<file path="config.mk">
export PLATFORM = sky130hd
export DESIGN_NAME = ps2_keyboard_matrix_flat
export DESIGN_NICKNAME = d
export VERILOG_FILES = /design/src/rtl/ps2_keyboard_matrix_if.sv /design/src/rtl/ps2_keyboard_matrix.sv /design/src/flat_wrapper.sv
export SDC_FILE = /design/constraint.sdc
export NUM_CORES = 1
export LEC_CHECK = 0
export BUFFER_PORTS_ARGS = -buffer_cell sky130_fd_sc_hd__buf_2
export CELL_PAD_IN_SITES_DETAIL_PLACEMENT = 1
export CELL_PAD_IN_SITES_GLOBAL_PLACEMENT = 1
export CORE_ASPECT_RATIO = 0.5
export CORE_MARGIN = 3
export CORE_UTILIZATION = 47
export DETAILED_ROUTE_END_ITERATION = 10
export PLACE_DENSITY = 0.74
export SKIP_CTS_REPAIR_TIMING = 1
export SLEW_MARGIN = 40
export SYNTH_ARGS = -nofsm -noshare
export SYNTH_HDL_FRONTEND = slang
export SYNTH_SLANG_ARGS = --single-unit
</file>
<file path="constraint.sdc">
create_clock -name clk -period 3.85 [get_ports clk]
set_clock_uncertainty 0.15 [all_clocks]
set_input_delay 0.385 -clock clk [delete_from_list [all_inputs] [get_ports clk]]
set_output_delay 0.385 -clock clk [all_outputs]
set_load 0.01 [all_outputs]
</file>
<file path="src/rtl/ps2_keyboard_matrix_if.sv">
// PS/2 line inputs plus CIA1 port A/B levels and status outputs of the keyboard bridge.
interface ps2_keyboard_matrix_if;
  logic       ps2_clk;
  logic       ps2_data;
  logic [7:0] pa_out;
  logic [7:0] pb_out;
  logic [7:0] pa_in;
  logic [7:0] pb_in;
  logic       restore_n;
  logic       frame_err;

  modport master (
    output ps2_clk, ps2_data, pa_out, pb_out,
    input  pa_in, pb_in, restore_n, frame_err
  );

  modport slave (
    input  ps2_clk, ps2_data, pa_out, pb_out,
    output pa_in, pb_in, restore_n, frame_err
  );
endinterface

</file>
<file path="src/rtl/ps2_keyboard_matrix.sv">
// PS/2 keyboard to C64 8x8 key matrix: frame receiver, scan-code decoder and
// bidirectional wire-AND resolution against the CIA1 port drive levels.
module ps2_keyboard_matrix #(
  parameter int unsigned FILTER_LEN = 8,
  parameter int unsigned TIMEOUT    = 20000
) (
  input logic                   clk,
  input logic                   res_n,
  ps2_keyboard_matrix_if.slave  bus
);

  localparam int unsigned FW = $clog2(FILTER_LEN + 1);
  localparam int unsigned TW = $clog2(TIMEOUT + 1);

  typedef enum logic [1:0] {
    RX_IDLE,
    RX_DATA,
    RX_PARITY,
    RX_STOP
  } rx_state_t;

  typedef struct packed {
    logic       hit;
    logic       restore;
    logic [2:0] col;
    logic [2:0] row;
  } keymap_t;

  // ---------------------------------------------------------------------------
  // Input conditioning
  // ---------------------------------------------------------------------------
  logic [1:0]    clk_sync;
  logic [1:0]    dat_sync;
  logic          clk_filt;
  logic          clk_filt_d;
  logic [FW-1:0] filt_cnt;
  logic          fall;
  logic          din;

  always_ff @(posedge clk or negedge res_n) begin
    if (!res_n) begin
      clk_sync   <= '1;
      dat_sync   <= '1;
      clk_filt   <= 1'b1;
      clk_filt_d <= 1'b1;
      filt_cnt   <= '0;
    end else begin
      clk_sync   <= {clk_sync[0], bus.ps2_clk};
      dat_sync   <= {dat_sync[0], bus.ps2_data};
      clk_filt_d <= clk_filt;
      // Count consecutive samples that disagree with the filtered level
      if (clk_sync[1] == clk_filt) begin
        filt_cnt <= '0;
      end else if (filt_cnt == FW'(FILTER_LEN - 1)) begin
        clk_filt <= clk_sync[1];
        filt_cnt <= '0;
      end else begin
        filt_cnt <= filt_cnt + 1'b1;
      end
    end
  end

  assign fall = clk_filt_d & ~clk_filt;
  assign din  = dat_sync[1];

  // ---------------------------------------------------------------------------
  // Frame receiver
  // ---------------------------------------------------------------------------
  rx_state_t     state_q, state_d;
  logic [2:0]    bit_cnt_q, bit_cnt_d;
  logic [7:0]    shift_q, shift_d;
  logic          par_q, par_d;
  logic [TW-1:0] wdog_q;
  logic          timeout;
  logic          valid_d, err_d;
  logic          rx_valid_q;
  logic [7:0]    rx_byte_q;
  logic          frame_err_q;

  assign timeout = (state_q != RX_IDLE) && (wdog_q == TW'(TIMEOUT));

  always_ff @(posedge clk or negedge res_n) begin
    if (!res_n) begin
      state_q     <= RX_IDLE;
      bit_cnt_q   <= '0;
      shift_q     <= '0;
      par_q       <= 1'b0;
      wdog_q      <= '0;
      rx_valid_q  <= 1'b0;
      rx_byte_q   <= '0;
      frame_err_q <= 1'b0;
    end else begin
      state_q     <= state_d;
      bit_cnt_q   <= bit_cnt_d;
      shift_q     <= shift_d;
      par_q       <= par_d;
      rx_valid_q  <= valid_d;
      frame_err_q <= err_d;
      if (valid_d) begin
        rx_byte_q <= shift_q;
      end
      if (fall || state_q == RX_IDLE) begin
        wdog_q <= '0;
      end else if (wdog_q != TW'(TIMEOUT)) begin
        wdog_q <= wdog_q + 1'b1;
      end
    end
  end

  always_comb begin
    state_d   = state_q;
    bit_cnt_d = bit_cnt_q;
    shift_d   = shift_q;
    par_d     = par_q;
    valid_d   = 1'b0;
    err_d     = 1'b0;
    if (timeout) begin
      state_d = RX_IDLE;
      err_d   = 1'b1;
    end else if (fall) begin
      unique case (state_q)
        RX_IDLE: begin
          if (!din) begin
            state_d   = RX_DATA;
            bit_cnt_d = '0;
          end else begin
            err_d = 1'b1;
          end
        end
        RX_DATA: begin
          shift_d   = {din, shift_q[7:1]};
          bit_cnt_d = bit_cnt_q + 1'b1;
          if (bit_cnt_q == 3'd7) begin
            state_d = RX_PARITY;
          end
        end
        RX_PARITY: begin
          par_d   = din;
          state_d = RX_STOP;
        end
        RX_STOP: begin
          state_d = RX_IDLE;
          if (din && (^{shift_q, par_q})) begin
            valid_d = 1'b1;
          end else begin
            err_d = 1'b1;
          end
        end
        default: state_d = RX_IDLE;
      endcase
    end
  end

  // ---------------------------------------------------------------------------
  // Scan-code set 2 to C64 matrix position (col = PA bit, row = PB bit)
  // ---------------------------------------------------------------------------
  function automatic keymap_t at(input logic [2:0] col, input logic [2:0] row);
    at = '{hit: 1'b1, restore: 1'b0, col: col, row: row};
  endfunction

  function automatic keymap_t keymap(input logic ext, input logic [7:0] code);
    keymap = '0;
    case ({ext, code})
      9'h066: keymap = at(3'd0, 3'd0);  // DEL
      9'h05A: keymap = at(3'd0, 3'd1);  // RETURN
      9'h174: keymap = at(3'd0, 3'd2);  // CRSR right
      9'h083: keymap = at(3'd0, 3'd3);  // F7
      9'h005: keymap = at(3'd0, 3'd4);  // F1
      9'h004: keymap = at(3'd0, 3'd5);  // F3
      9'h003: keymap = at(3'd0, 3'd6);  // F5
      9'h172: keymap = at(3'd0, 3'd7);  // CRSR down
      9'h026: keymap = at(3'd1, 3'd0);
      9'h01D: keymap = at(3'd1, 3'd1);
      9'h01C: keymap = at(3'd1, 3'd2);
      9'h025: keymap = at(3'd1, 3'd3);
      9'h01A: keymap = at(3'd1, 3'd4);
      9'h01B: keymap = at(3'd1, 3'd5);
      9'h024: keymap = at(3'd1, 3'd6);
      9'h012: keymap = at(3'd1, 3'd7);  // left shift
      9'h02E: keymap = at(3'd2, 3'd0);
      9'h02D: keymap = at(3'd2, 3'd1);
      9'h023: keymap = at(3'd2, 3'd2);
      9'h036: keymap = at(3'd2, 3'd3);
      9'h021: keymap = at(3'd2, 3'd4);
      9'h02B: keymap = at(3'd2, 3'd5);
      9'h02C: keymap = at(3'd2, 3'd6);
      9'h022: keymap = at(3'd2, 3'd7);
      9'h03D: keymap = at(3'd3, 3'd0);
      9'h035: keymap = at(3'd3, 3'd1);
      9'h034: keymap = at(3'd3, 3'd2);
      9'h03E: keymap = at(3'd3, 3'd3);
      9'h032: keymap = at(3'd3, 3'd4);
      9'h033: keymap = at(3'd3, 3'd5);
      9'h03C: keymap = at(3'd3, 3'd6);
      9'h02A: keymap = at(3'd3, 3'd7);
      9'h046: keymap = at(3'd4, 3'd0);
      9'h043: keymap = at(3'd4, 3'd1);
      9'h03B: keymap = at(3'd4, 3'd2);
      9'h045: keymap = at(3'd4, 3'd3);
      9'h03A: keymap = at(3'd4, 3'd4);
      9'h042: keymap = at(3'd4, 3'd5);
      9'h044: keymap = at(3'd4, 3'd6);
      9'h031: keymap = at(3'd4, 3'd7);
      9'h04E: keymap = at(3'd5, 3'd0);  // +
      9'h04D: keymap = at(3'd5, 3'd1);
      9'h04B: keymap = at(3'd5, 3'd2);
      9'h055: keymap = at(3'd5, 3'd3);  // -
      9'h049: keymap = at(3'd5, 3'd4);
      9'h04C: keymap = at(3'd5, 3'd5);  // :
      9'h054: keymap = at(3'd5, 3'd6);  // @
      9'h041: keymap = at(3'd5, 3'd7);
      9'h05D: keymap = at(3'd6, 3'd0);  // pound
      9'h05B: keymap = at(3'd6, 3'd1);  // *
      9'h052: keymap = at(3'd6, 3'd2);  // ;
      9'h16C: keymap = at(3'd6, 3'd3);  // CLR/HOME
      9'h059: keymap = at(3'd6, 3'd4);  // right shift
      9'h169: keymap = at(3'd6, 3'd5);  // =
      9'h17D: keymap = at(3'd6, 3'd6);  // up arrow
      9'h04A: keymap = at(3'd6, 3'd7);  // /
      9'h016: keymap = at(3'd7, 3'd0);
      9'h00E: keymap = at(3'd7, 3'd1);  // left arrow
      9'h014: keymap = at(3'd7, 3'd2);  // CTRL
      9'h01E: keymap = at(3'd7, 3'd3);
      9'h072: keymap = at(3'd7, 3'd3);  // keypad 2 doubles as '2'
      9'h029: keymap = at(3'd7, 3'd4);  // SPACE
      9'h011: keymap = at(3'd7, 3'd5);  // C=
      9'h015: keymap = at(3'd7, 3'd6);
      9'h076: keymap = at(3'd7, 3'd7);  // RUN/STOP
      9'h007: keymap = '{hit: 1'b1, restore: 1'b1, col: 3'd0, row: 3'd0};
      default: keymap = '0;
    endcase
  endfunction

  // ---------------------------------------------------------------------------
  // Decoder and key state
  // ---------------------------------------------------------------------------
  logic [63:0] key_q;
  logic        brk_q;
  logic        ext_q;
  logic        restore_n_q;
  keymap_t     km;

  assign km = keymap(ext_q, rx_byte_q);

  always_ff @(posedge clk or negedge res_n) begin
    if (!res_n) begin
      key_q       <= '0;
      brk_q       <= 1'b0;
      ext_q       <= 1'b0;
      restore_n_q <= 1'b1;
    end else if (rx_valid_q) begin
      if (rx_byte_q == 8'hE0) begin
        ext_q <= 1'b1;
      end else if (rx_byte_q == 8'hF0) begin
        brk_q <= 1'b1;
      end else if (rx_byte_q == 8'hAA || rx_byte_q == 8'h00 || rx_byte_q == 8'hFF) begin
        key_q       <= '0;
        restore_n_q <= 1'b1;
        brk_q       <= 1'b0;
        ext_q       <= 1'b0;
      end else begin
        if (km.hit && km.restore) begin
          restore_n_q <= brk_q;
        end else if (km.hit) begin
          key_q[{km.col, km.row}] <= ~brk_q;
        end
        brk_q <= 1'b0;
        ext_q <= 1'b0;
      end
    end
  end

  // ---------------------------------------------------------------------------
  // Matrix resolution: a pressed key shorts its column and row, so either side
  // driven low pulls the other side low (wire-AND, ghosting included).
  // ---------------------------------------------------------------------------
  logic [7:0] row_pull;
  logic [7:0] col_pull;
  logic [7:0] pa_in_q;
  logic [7:0] pb_in_q;

  always_comb begin
    row_pull = '0;
    col_pull = '0;
    for (int unsigned c = 0; c < 8; c++) begin
      for (int unsigned r = 0; r < 8; r++) begin
        if (key_q[6'(c * 8 + r)] && !bus.pa_out[3'(c)]) begin
          row_pull[3'(r)] = 1'b1;
        end
        if (key_q[6'(c * 8 + r)] && !bus.pb_out[3'(r)]) begin
          col_pull[3'(c)] = 1'b1;
        end
      end
    end
  end

  always_ff @(posedge clk or negedge res_n) begin
    if (!res_n) begin
      pa_in_q <= '1;
      pb_in_q <= '1;
    end else begin
      pa_in_q <= bus.pa_out & ~col_pull;
      pb_in_q <= bus.pb_out & ~row_pull;
    end
  end

  assign bus.pa_in     = pa_in_q;
  assign bus.pb_in     = pb_in_q;
  assign bus.restore_n = restore_n_q;
  assign bus.frame_err = frame_err_q;

endmodule

</file>
<file path="src/flat_wrapper.sv">
// flat-port wrapper written by rule: the top's interface ports become plain ports
module ps2_keyboard_matrix_flat 
#(
  parameter int unsigned FILTER_LEN = 8,
  parameter int unsigned TIMEOUT    = 20000
)
  (clk, res_n, bus_ps2_clk, bus_ps2_data, bus_pa_out, bus_pb_out, bus_pa_in, bus_pb_in, bus_restore_n, bus_frame_err);
  ps2_keyboard_matrix_if bus_i ();
  input logic clk;
  input logic res_n;
  input wire logic [$bits(bus_i.ps2_clk)-1:0] bus_ps2_clk;
  input wire logic [$bits(bus_i.ps2_data)-1:0] bus_ps2_data;
  input wire logic [$bits(bus_i.pa_out)-1:0] bus_pa_out;
  input wire logic [$bits(bus_i.pb_out)-1:0] bus_pb_out;
  output wire logic [$bits(bus_i.pa_in)-1:0] bus_pa_in;
  output wire logic [$bits(bus_i.pb_in)-1:0] bus_pb_in;
  output wire logic [$bits(bus_i.restore_n)-1:0] bus_restore_n;
  output wire logic [$bits(bus_i.frame_err)-1:0] bus_frame_err;
  assign bus_i.ps2_clk = bus_ps2_clk;
  assign bus_i.ps2_data = bus_ps2_data;
  assign bus_i.pa_out = bus_pa_out;
  assign bus_i.pb_out = bus_pb_out;
  assign bus_pa_in = bus_i.pa_in;
  assign bus_pb_in = bus_i.pb_in;
  assign bus_restore_n = bus_i.restore_n;
  assign bus_frame_err = bus_i.frame_err;
  ps2_keyboard_matrix #(.FILTER_LEN(FILTER_LEN), .TIMEOUT(TIMEOUT)) u_core (.clk(clk), .res_n(res_n), .bus(bus_i));
endmodule
</file>
==> results of run 1 <==
## state kept, by name, indices dropped and copies added, names as in the netlist, 2 cells and up
signal,count
u_core.wdog_q,15
u_core.state_q,2
u_core.bit_cnt_q,3
u_core.filt_cnt,4
u_core.rx_byte_q,8
u_core.dat_sync,2
u_core.clk_sync,2
u_core.bus.pa_in,8
u_core.bus.pb_in,8
u_core.key_q,64
u_core.shift_q,8
## cell families after synthesis
kind of cell	count (synthesis)
DFF	132
and+or+nand+nor	270
adders and majority gates	9
buffers and inverters	137
AOI/OAI and AO/OA	254
muxes	26
xor gates and xnor gates	25
## cells in the mapped netlist (all sizes together), types with 15 or more instances
cell | n | area, µm²
a21oi | 23 | 115.1
a22o | 33 | 289.0
buf | 41 | 224.0
clkbuf | 27 | 102.6
dfrtp | 109 | 2728
dfstp | 23 | 604.3
inv | 69 | 259.0
mux2 | 17 | 191.4
nand2 | 40 | 152.6
nand3 | 22 | 110.1
nor2 | 53 | 201.5
nor3 | 37 | 190.2
nor4 | 26 | 162.7
o21ai | 56 | 280.3
o22ai | 29 | 181.4
xnor2 | 15 | 131.4
## where the power goes
| group | switching, W | total [W] | internal, W |
|---|---|---|---|
| logic | 0.000290 | 0.000445 | 0.000155 |
| clock network | 0.000706 | 0.00174 | 0.00104 |
| registers | 0.0000683 | 0.00154 | 0.00147 |
| total | 0.00106 | 0.00373 | 0.00266 |
## per-layer routing
metal  up-vias  global-route usage  routed length, µm
met3        89             0.09792               3009
met2       407              0.5003              13270
met4         0              0.1175               1160
met5         -                   0                  0
li1       3326                   -                  -
met1      3896              0.4541              13120
## final cells by class
class | count | area, µm²
Tap cell | 221 | 276.5
Fill cell | 1780 | 6771
Clock inverter | 15 | 192.7
Inverter | 69 | 259.0
Sequential cell | 132 | 3332
Timing Repair Buffer | 95 | 679.4
Clock buffer | 17 | 425.4
Multi-Input combinational cell | 584 | 4039
## per-stage QoR
stage / power (W) / worst slack (ns) / hold WS [ns] / utilization
final: 0.003730 / 0.2144 / 0.03516 / 0.5761
after global routing: 0.003878 / 0.03295 / 0.02981 / 0.5761
after CTS: 0.003748 / 0.1222 / -0.1309 / 0.5719
after detailed placement: 0.001991 / 0.1531 / 0.2034 / 0.5332
after global placement: 0.001963 / 0.1724 / 0.1959 / 0.5332
after floorplan: 0.001833 / 1.174 / -0.06059 / -
## final timing paths
path,startpoint,end,slack (ns)
worst max-delay path,u_core.rx_byte_q[5],u_core.key_q[52],0.21
worst min-delay path,bus_pb_out[1],u_core.bus.pb_in[1],0.04
worst max register to register,u_core.rx_byte_q[5],u_core.key_q[52],0.21
worst min register to register,u_core.dat_sync[0],u_core.dat_sync[1],0.21
max in group asynchronous,res_n,u_core.bus.pa_in[1],2.66
min in group asynchronous,res_n,u_core.key_q[44],0.24
## critical path: cells and delay by family, from the launching register on
family | cells | cell delay (ns)
and+or+nand+nor | 6 | 1.98
DFF | 1 | 0.68
AOI/OAI and AO/OA | 1 | 0.08
buffers and inverters | 2 | 0.42
muxes | 1 | 0.25
## layout by cell type, fill, tap and decap left out, drive strengths merged, types with 12 or more instances in the layout
master	count
nor4	26
a22o	33
nand4	12
nor3	37
o21ai	56
nand2b	12
o41ai	12
mux2	17
o311ai	12
xnor2	15
o22ai	29
dfstp	23
clkbuf	17
nand3	22
a21oi	23
dfrtp	109
nor2	53
nand2	40
buf	92
inv	76
==> flow_metrics.py, run 1 <==
metrics = {
    "yosys": {
        "synth_seq_area_share": 0.4198,
        "synthFlopType": "sky130_fd_sc_hd__dfrtp_1",
        "synth_area_um2": 7938,
        "post_synth_fa_ha_maj_area_fraction": 0.01419,
        "syn_area_per_cell_um2": 9.306,
        "synth_warnings": 0,
        "combinational_family_with_the_most_area_after_synthesis": "compound AO/OA/AOI/OAI gates",
        "yosys.cell_types.count": 82,
        "synth-simple-area-share": 0.1914,
        "synth-async-reset-ratio": 1.000,
        "post_synth_xor_area_fraction": 0.02759,
        "synth_nets": 882,
        "flops_latches_synth": 132,
        "synth-compound-area-share": 0.2379,
        "syn_inst": 853,
        "synth_enable_flop_cells": 0,
        "muxShareOfSynthArea": 0.03547,
    },
    "grt": {
        "global_route_wire_length_before_repair_um": 47100,
        "first_global_vias": 7810,
        "grt_util_all_layers": 0.3308,
        "grt_start_max_net_pins": 83,
        "number_of_antenna_violations_at_the_first_check_in_global_routing": 0,
        "overflow": 0,
    },
    "cells_and_area": {
        "layout-drive-gt1-share": 0.2018,
        "instances_no_fill": 1133,
        "final_cell_area_um2": 9204,
        "syn2layout_area_growth_pct": 15.95,
        "antenna_cells_inserted": 0,
        "num-nets-final": 928,
    },
    "route": {
        "detail_route.drc_violations": 0,
        "ant_nets": 0,
        "drt_pre_antenna_iters": 7,
        "wl_um": 30560,
        "drt-vias-per-instance": 6.812,
        "via_count": 7718,
        "route.detailed.wl_per_inst_um": 26.97,
        "drtIter0Drc": 843,
    },
    "worst_hold_path": {
        "min_path_type": "input port to flip-flop",
        "worst_hold_path.num_cells": 2,
    },
    "floorplan": {
        "core_um2": 15980,
        "die_area_um2": 18580,
        "fp.dieH_um": 97.90,
        "ioPinCount": 38,
        "fp.dieW_um": 189.8,
        "initial_core_utilization": 0.4969,
        "num_rows": 32,
    },
    "setup_path": {
        "crit_top_cell": "sky130_fd_sc_hd__nor4_1",
        "cp-end-kind": "flip-flop",
        "cp_cell_sequence": "buf_4 -> or4b_1 -> nor3_1 -> nor4_1 -> nand4_1 -> or2_4 -> o21bai_4 -> buf_12 -> nor4_1 -> mux2i_1",
        "critical_path.slowest_cell": "sky130_fd_sc_hd__dfrtp_1",
        "critPathLaunchType": "flip-flop",
        "worst_r2r_path_depth": 10,
        "cp_max_fo": 40,
        "timing.setup.critical_path_class": "flip-flop to flip-flop",
        "crit_required_ns": 4.06,
        "timing.critical_path.slowest_cell_delay_ns": 0.68,
        "crit_arrival_ns": 3.84,
    },
    "placement": {
        "io_buffers": 37,
        "placed_cells": 1097,
        "detailed_place_hpwl_um": 21670,
        "gp_routability_congestion": 0.9761,
        "postPlaceCellArea_um2": 8518,
    },
    "sta": {
        "grt_setup_unrepaired": "no",
        "final_setup_tns_ns": 0,
        "worst-slew-pin-transition_ns": 0.8289,
        "final.min_clock_period_ns": 3.636,
        "drv_slew": 0,
        "setup-violations-final": 0,
        "hold_viol": 0,
        "period_share": 0.9443,
        "maxClockFrequency_ghz": 0.2751,
        "slew_headroom": 0.4431,
    },
    "clock_tree": {
        "tritoncts_clock_tree": "done",
        "max-clock-path-buffers": 2,
        "post_cts_clock_slew_at_the_launch_and_capture_registers_of_the_worst_setup_and_hold_paths_ns": 0.07,
        "cts-root-buf": "sky130_fd_sc_hd__clkbuf_16",
        "ctsHtreeMaxLevel": 4,
        "tritoncts.num_buffers": 17,
        "clk-insertion-delay-late_ns": 0.43,
        "total_clock_sinks": 132,
    },
    "status": {
        "result_of_the_run": "complete, no violations",
    },
    "power": {
        "vdd.ir_drop.worst_v": 0.0003755,
        "p_leak_nw": 3.740,
        "powerDensity_nw_per_um2": 405.2,
    },
    "job": {
        "max_cap_viol_count": 0,
    },
}
(Power assumes the default switching activity.)
==> inputs of run 2 (changes only) <==
CTS_BUF_LIST = sky130_fd_sc_hd__clkbuf_8   (was not set)
PLACE_DENSITY = not set   (was 0.74)
PLACE_DENSITY_LB_ADDON = 0.3   (was not set)
==> flow_metrics.py, run 2 (synthesis results as in run 1) <==
metrics = {
    "clock_tree": {
        "clk-insertion-delay-late_ns": 0.49,
        "max-clock-path-buffers": 2,
        "tritoncts.num_buffers": 17,
        "post_cts_clock_slew_at_the_launch_and_capture_registers_of_the_worst_setup_and_hold_paths_ns": 0.09,
        "cts-root-buf": "sky130_fd_sc_hd__clkbuf_8",
        "total_clock_sinks": 132,
        "tritoncts_clock_tree": "done",
        "ctsHtreeMaxLevel": 4,
    },
    "setup_path": {
        "cp-end-kind": "flip-flop",
        "timing.setup.critical_path_class": "flip-flop to flip-flop",
        "cp_max_fo": 39,
        "crit_required_ns": 4.05,
        "crit_arrival_ns": 3.88,
        "critPathLaunchType": "flip-flop",
    },
    "status": {
        "violations_in_the_final_reports": "hold timing",
        "result_of_the_run": "complete, but fails checks",
    },
    "sta": {
        "hold_viol": 1,
        "setup-violations-final": 0,
        "grt_setup_unrepaired": "no",
        "final.min_clock_period_ns": 3.682,
        "worst-slew-pin-transition_ns": 0.8643,
        "final_setup_tns_ns": 0,
        "hold_slack_ns": -0.003575,
        "drv_slew": 0,
        "slew_headroom": 0.4194,
        "period_share": 0.9564,
        "maxClockFrequency_ghz": 0.2716,
    },
    "floorplan": {
        "initial_core_utilization": 0.4969,
        "fp.dieH_um": 97.90,
        "ioPinCount": 38,
        "die_area_um2": 18580,
        "core_um2": 15980,
        "fp.dieW_um": 189.8,
        "num_rows": 32,
    },
    "route": {
        "detail_route.drc_violations": 0,
        "via_count": 7789,
        "wirelength_met1_um": 12400,
        "drtIter0Drc": 877,
        "routed-wl-met3_um": 3322,
        "drt_pre_antenna_iters": 7,
        "dr_wl_met2_um": 13000,
        "route.detailed.wl_per_inst_um": 26.47,
        "wl_um": 29810,
        "highest_signal_layer_in_the_routed_design": "met4",
        "ant_nets": 0,
        "drt-vias-per-instance": 6.917,
    },
    "cells_and_area": {
        "num-nets-final": 921,
        "layout-drive-gt1-share": 0.1923,
        "largest_register_ffs": 64,
        "reg_top3": "u_core.key_q: 64 flops, u_core.wdog_q: 15 flops",
        "syn2layout_area_growth_pct": 12.59,
        "layout.cells.most_common_list": "sky130_fd_sc_hd__dfrtp_1 (109), sky130_fd_sc_hd__inv_1 (69), sky130_fd_sc_hd__nor2_1 (52), sky130_fd_sc_hd__o21ai_0 (52), sky130_fd_sc_hd__buf_4 (41)",
        "antenna_cells_inserted": 0,
        "layout.cells.most_common": "sky130_fd_sc_hd__dfrtp_1",
        "top_register": "u_core.key_q",
    },
    "power": {
        "powerDensity_nw_per_um2": 358.0,
        "vdd.ir_drop.worst_v": 0.0003813,
        "p_leak_nw": 3.604,
    },
    "placement": {
        "io_buffers": 37,
        "detailed_place_hpwl_um": 21160,
        "gp_routability_congestion": 1.008,
    },
    "grt": {
        "overflow": 0,
        "global_route_wire_length_before_repair_um": 46510,
        "grt_util_all_layers": 0.3260,
        "grt_start_max_net_pins": 81,
        "first_global_vias": 7823,
        "number_of_antenna_violations_at_the_first_check_in_global_routing": 0,
    },
    "job": {
        "max_cap_viol_count": 0,
    },
    "worst_hold_path": {
        "min_path_type": "input port to flip-flop",
    },
}
run 2: power by group:
group | switching [W] | total, W | internal, W
Clock | 0.000685 | 0.00123 | 0.000540
Combinational | 0.000281 | 0.000436 | 0.000155
Sequential | 0.0000662 | 0.00154 | 0.00147
run 2: critical path, stage by stage (launching register included):
cell and delay (ns):
sky130_fd_sc_hd__dfrtp_1 0.54, sky130_fd_sc_hd__buf_4 0.25, sky130_fd_sc_hd__or4b_1 0.72, sky130_fd_sc_hd__nor3_1 0.55
sky130_fd_sc_hd__nor4_1 0.19, sky130_fd_sc_hd__nand4_1 0.17, sky130_fd_sc_hd__or2_4 0.16, sky130_fd_sc_hd__o21bai_4 0.09
sky130_fd_sc_hd__buf_12 0.18, sky130_fd_sc_hd__o311ai_0 0.39, sky130_fd_sc_hd__o41ai_1 0.15
run 2: final timing paths:
path / from / end / slack (ns) / cells after the start
worst min-delay path: bus_pb_out[3] / u_core.bus.pb_in[3] / -0.004 / 3
worst max-delay path: u_core.rx_byte_q[4] / u_core.key_q[13] / 0.17 / 10
min in group asynchronous: res_n / u_core.bit_cnt_q[0] / 0.35 / 2
worst min register to register: u_core.clk_sync[0] / u_core.clk_sync[1] / 0.20 / 0
max in group asynchronous: res_n / u_core.bus.pa_in[0] / 2.33 / 3
worst max register to register: u_core.rx_byte_q[4] / u_core.key_q[13] / 0.17 / 10
run 2: layout make-up:
class	count	area, µm²
fillers	1854	7038
well taps	221	276.5
multi-input cells	584	4046
repair buffers	88	629.4
flip-flops and latches	132	3332
clock buffers	17	234.0
inverters	69	259.0
clock inverters	15	160.2
run 2: through the flow:
step / total power (W) / utilization / instance area (µm²) / setup slack (ns) / instances
2_1_floorplan: 0.001833 / - / 7938 / 1.174 / 853
3_3_place_gp: 0.001958 / 0.5293 / 8456 / 0.3598 / 1087
3_5_place_dp: 0.001978 / 0.5300 / 8467 / 0.2129 / 1087
4_1_cts: 0.003214 / 0.5547 / 8861 / 0.1752 / 1119
5_1_grt: 0.003357 / 0.5594 / 8937 / 0.0006111 / 1126
6_report: 0.003200 / 0.5594 / 8937 / 0.1678 / 1126
run 2: routing by layer:
| metal | track usage | vias to the layer above |
|---|---|---|
| met5 | 0 | - |
| met2 | 0.4906 | 488 |
| met3 | 0.1058 | 83 |
| met4 | 0.1209 | 0 |
| met1 | 0.4414 | 3913 |
| li1 | - | 3305 |
==> inputs of run 3 (changes only) <==
ABC_AREA = 1   (was not set)
==> flow_metrics.py, run 3 <==
metrics = {
    "placement": {
        "gp_routability_congestion": 1.091,
        "detailed_place_hpwl_um": 26890,
        "io_buffers": 37,
    },
    "clock_tree": {
        "max-clock-path-buffers": 2,
        "total_clock_sinks": 132,
        "post_cts_clock_slew_at_the_launch_and_capture_registers_of_the_worst_setup_and_hold_paths_ns": 0.09,
        "ctsHtreeMaxLevel": 4,
        "tritoncts.num_buffers": 17,
        "clk-insertion-delay-late_ns": 0.48,
        "tritoncts_clock_tree": "done",
        "cts-root-buf": "sky130_fd_sc_hd__clkbuf_8",
    },
    "sta": {
        "slew_headroom": 0.4790,
        "worst-slew-pin-transition_ns": 0.7787,
        "final.min_clock_period_ns": 3.583,
        "grt_setup_unrepaired": "no",
        "hold_slack_ns": 0.01215,
        "drv_slew": 0,
        "final_setup_tns_ns": 0,
        "maxClockFrequency_ghz": 0.2791,
        "period_share": 0.9306,
        "hold_viol": 0,
        "setup-violations-final": 0,
    },
    "grt": {
        "grt_start_max_net_pins": 88,
        "first_global_vias": 9447,
        "global_route_wire_length_before_repair_um": 55820,
        "grt_util_all_layers": 0.3771,
        "overflow": 0,
        "number_of_antenna_violations_at_the_first_check_in_global_routing": 1,
    },
    "floorplan": {
        "ioPinCount": 38,
        "initial_core_utilization": 0.4950,
        "fp.dieH_um": 100.3,
        "num_rows": 33,
        "fp.dieW_um": 194.6,
        "die_area_um2": 19520,
        "core_um2": 16890,
    },
    "setup_path": {
        "worst_path_dominant_cell_family": "simple AND/OR/NAND/NOR gates",
        "cp_max_fo": 30,
        "timing.critical_path.slowest_cell_delay_ns": 0.56,
        "cp_cell_sequence": "inv_2 -> nand2_1 -> buf_4 -> nor2_1 -> nand3_1 -> nand3_1 -> nor2_1 -> nand2_1 -> nor2_1 -> nand3_2 -> nand3_1 -> inv_2 -> nand2_1 -> nand2_1",
        "crit-reg2reg-launch": "u_core.rx_byte_q[1]",
        "timing_startpoint_of_the_critical_path": "u_core.rx_byte_q[1]",
        "crit_required_ns": 4.11,
        "crit_top_cell": "sky130_fd_sc_hd__nand2_1",
        "crit_arrival_ns": 3.84,
        "cp-end-kind": "flip-flop",
        "worst-path-buf-inv": 3,
        "critPathLaunchType": "flip-flop",
        "timing.setup.critical_path_class": "flip-flop to flip-flop",
        "critical_path.slowest_cell": "sky130_fd_sc_hd__inv_2",
    },
    "status": {
        "result_of_the_run": "complete, no violations",
    },
    "yosys": {
        "yosys.area.top_type_share": 0.3263,
        "syn_inst": 1233,
        "synth_enable_flop_cells": 0,
        "synth_nets": 1262,
        "yosys.cell_types.count": 37,
        "synth_seq_area_share": 0.3986,
        "synth_area_um2": 8359,
        "most_used_standard_cell_by_instance_count_after_synthesis": "sky130_fd_sc_hd__nand2_1",
        "synthFlopType": "sky130_fd_sc_hd__dfrtp_1",
        "syn_area_per_cell_um2": 6.780,
        "post_synth_top_area_cell": "sky130_fd_sc_hd__dfrtp_1",
        "synth_commonest_cells": "sky130_fd_sc_hd__nand2_1 (359), sky130_fd_sc_hd__nor2_1 (146), sky130_fd_sc_hd__inv_1 (135), sky130_fd_sc_hd__nand3_1 (111), sky130_fd_sc_hd__dfrtp_1 (109)",
        "flops_latches_synth": 132,
        "synth_warnings": 0,
        "synth_area_leaders": "sky130_fd_sc_hd__dfrtp_1 (33%), sky130_fd_sc_hd__nand2_1 (16%), sky130_fd_sc_hd__dfstp_2 (7.2%)",
        "synth-async-reset-ratio": 1.000,
    },
    "cells_and_area": {
        "largest_register_ffs": 64,
        "reg_top3": "u_core.key_q: 64 flops, u_core.wdog_q: 15 flops",
        "syn2layout_area_growth_pct": 11.06,
        "layout.cells.most_common_list": "sky130_fd_sc_hd__nand2_1 (359), sky130_fd_sc_hd__nor2_1 (145), sky130_fd_sc_hd__inv_1 (139)",
        "num-nets-final": 1301,
        "layout.cells.most_common": "sky130_fd_sc_hd__nand2_1",
        "antenna_cells_inserted": 0,
        "top_register": "u_core.key_q",
        "layout-drive-gt1-share": 0.1066,
    },
    "route": {
        "wl_um": 36540,
        "route.detailed.wl_per_inst_um": 24.17,
        "drt-vias-per-instance": 6.182,
        "drt_pre_antenna_iters": 5,
        "drtIter0Drc": 804,
        "detail_route.drc_violations": 0,
        "ant_nets": 0,
        "via_count": 9347,
    },
    "worst_hold_path": {
        "hp-start": "bus_pa_out[1]",
        "min_path_type": "input port to flip-flop",
    },
    "power": {
        "powerDensity_nw_per_um2": 356.1,
        "vdd.ir_drop.worst_v": 0.0003423,
        "p_leak_nw": 4.479,
    },
    "job": {
        "max_cap_viol_count": 0,
    },
}
[run 3: worst paths after layout]
check,slack [ns],to,cells past startpoint
setup / recovery,0.27,u_core.key_q[55],14
hold / removal,0.01,u_core.bus.pa_in[1],3
setup reg to reg,0.27,u_core.key_q[55],14
hold reg to reg,0.21,u_core.clk_sync[1],0
max in group asynchronous,2.45,u_core.filt_cnt[2],3
min in group asynchronous,0.37,u_core.key_q[19],2
[run 3: layout make-up]
type	instances	area, µm²
fill	2249	7604
timing repair buffer	69	454.2
tap	227	284.0
sequential	132	3332
clock inverter	15	167.7
multi-input combinational	908	4272
clock buffer	17	234.0
inverter	144	540.5
[run 3: worst min-delay path, delay by kind of cell]
kind | cells | cell delay [ns]
AOI/OAI and AO/OA | 2 | 0.14
buffers and inverters | 1 | 0.11
[run 3: per-stage QoR]
step,setup WS (ns),power [W],instance area [µm²],utilization,cells
detailed placement,0.2329,0.002034,8845,0.5237,1477
CTS,0.1972,0.003290,9246,0.5475,1509
finish,0.2671,0.003306,9284,0.5498,1512
floorplan,1.499,0.001854,8359,-,1233
global placement,0.2527,0.001986,8842,0.5236,1477
global route,0.07604,0.003440,9284,0.5498,1512
[run 3: kinds of logic after synthesis]
| group | share of synthesized area |
|---|---|
| xor+xnor | 0.01257 |
| simple gates | 0.3375 |
| buf+inv | 0.09130 |
| fa+ha+maj | 0.01347 |
| compound gates | 0.1452 |
| flops | 0.3986 |
| mux | 0.001347 |
[run 3: power by group]
part	switching [W]	total, W	internal (W)
clock network	0.000637	0.00127	0.000636
logic	0.000342	0.000495	0.000153
registers	0.0000641	0.00154	0.00147
total	0.00104	0.00331	0.00226
[run 3: per-layer routing]
layer | part of all wire | track usage
met5 | 0.00044 | 0
met4 | 0.031 | 0.1340
met3 | 0.12 | 0.1368
met2 | 0.43 | 0.5710
met1 | 0.43 | 0.5030
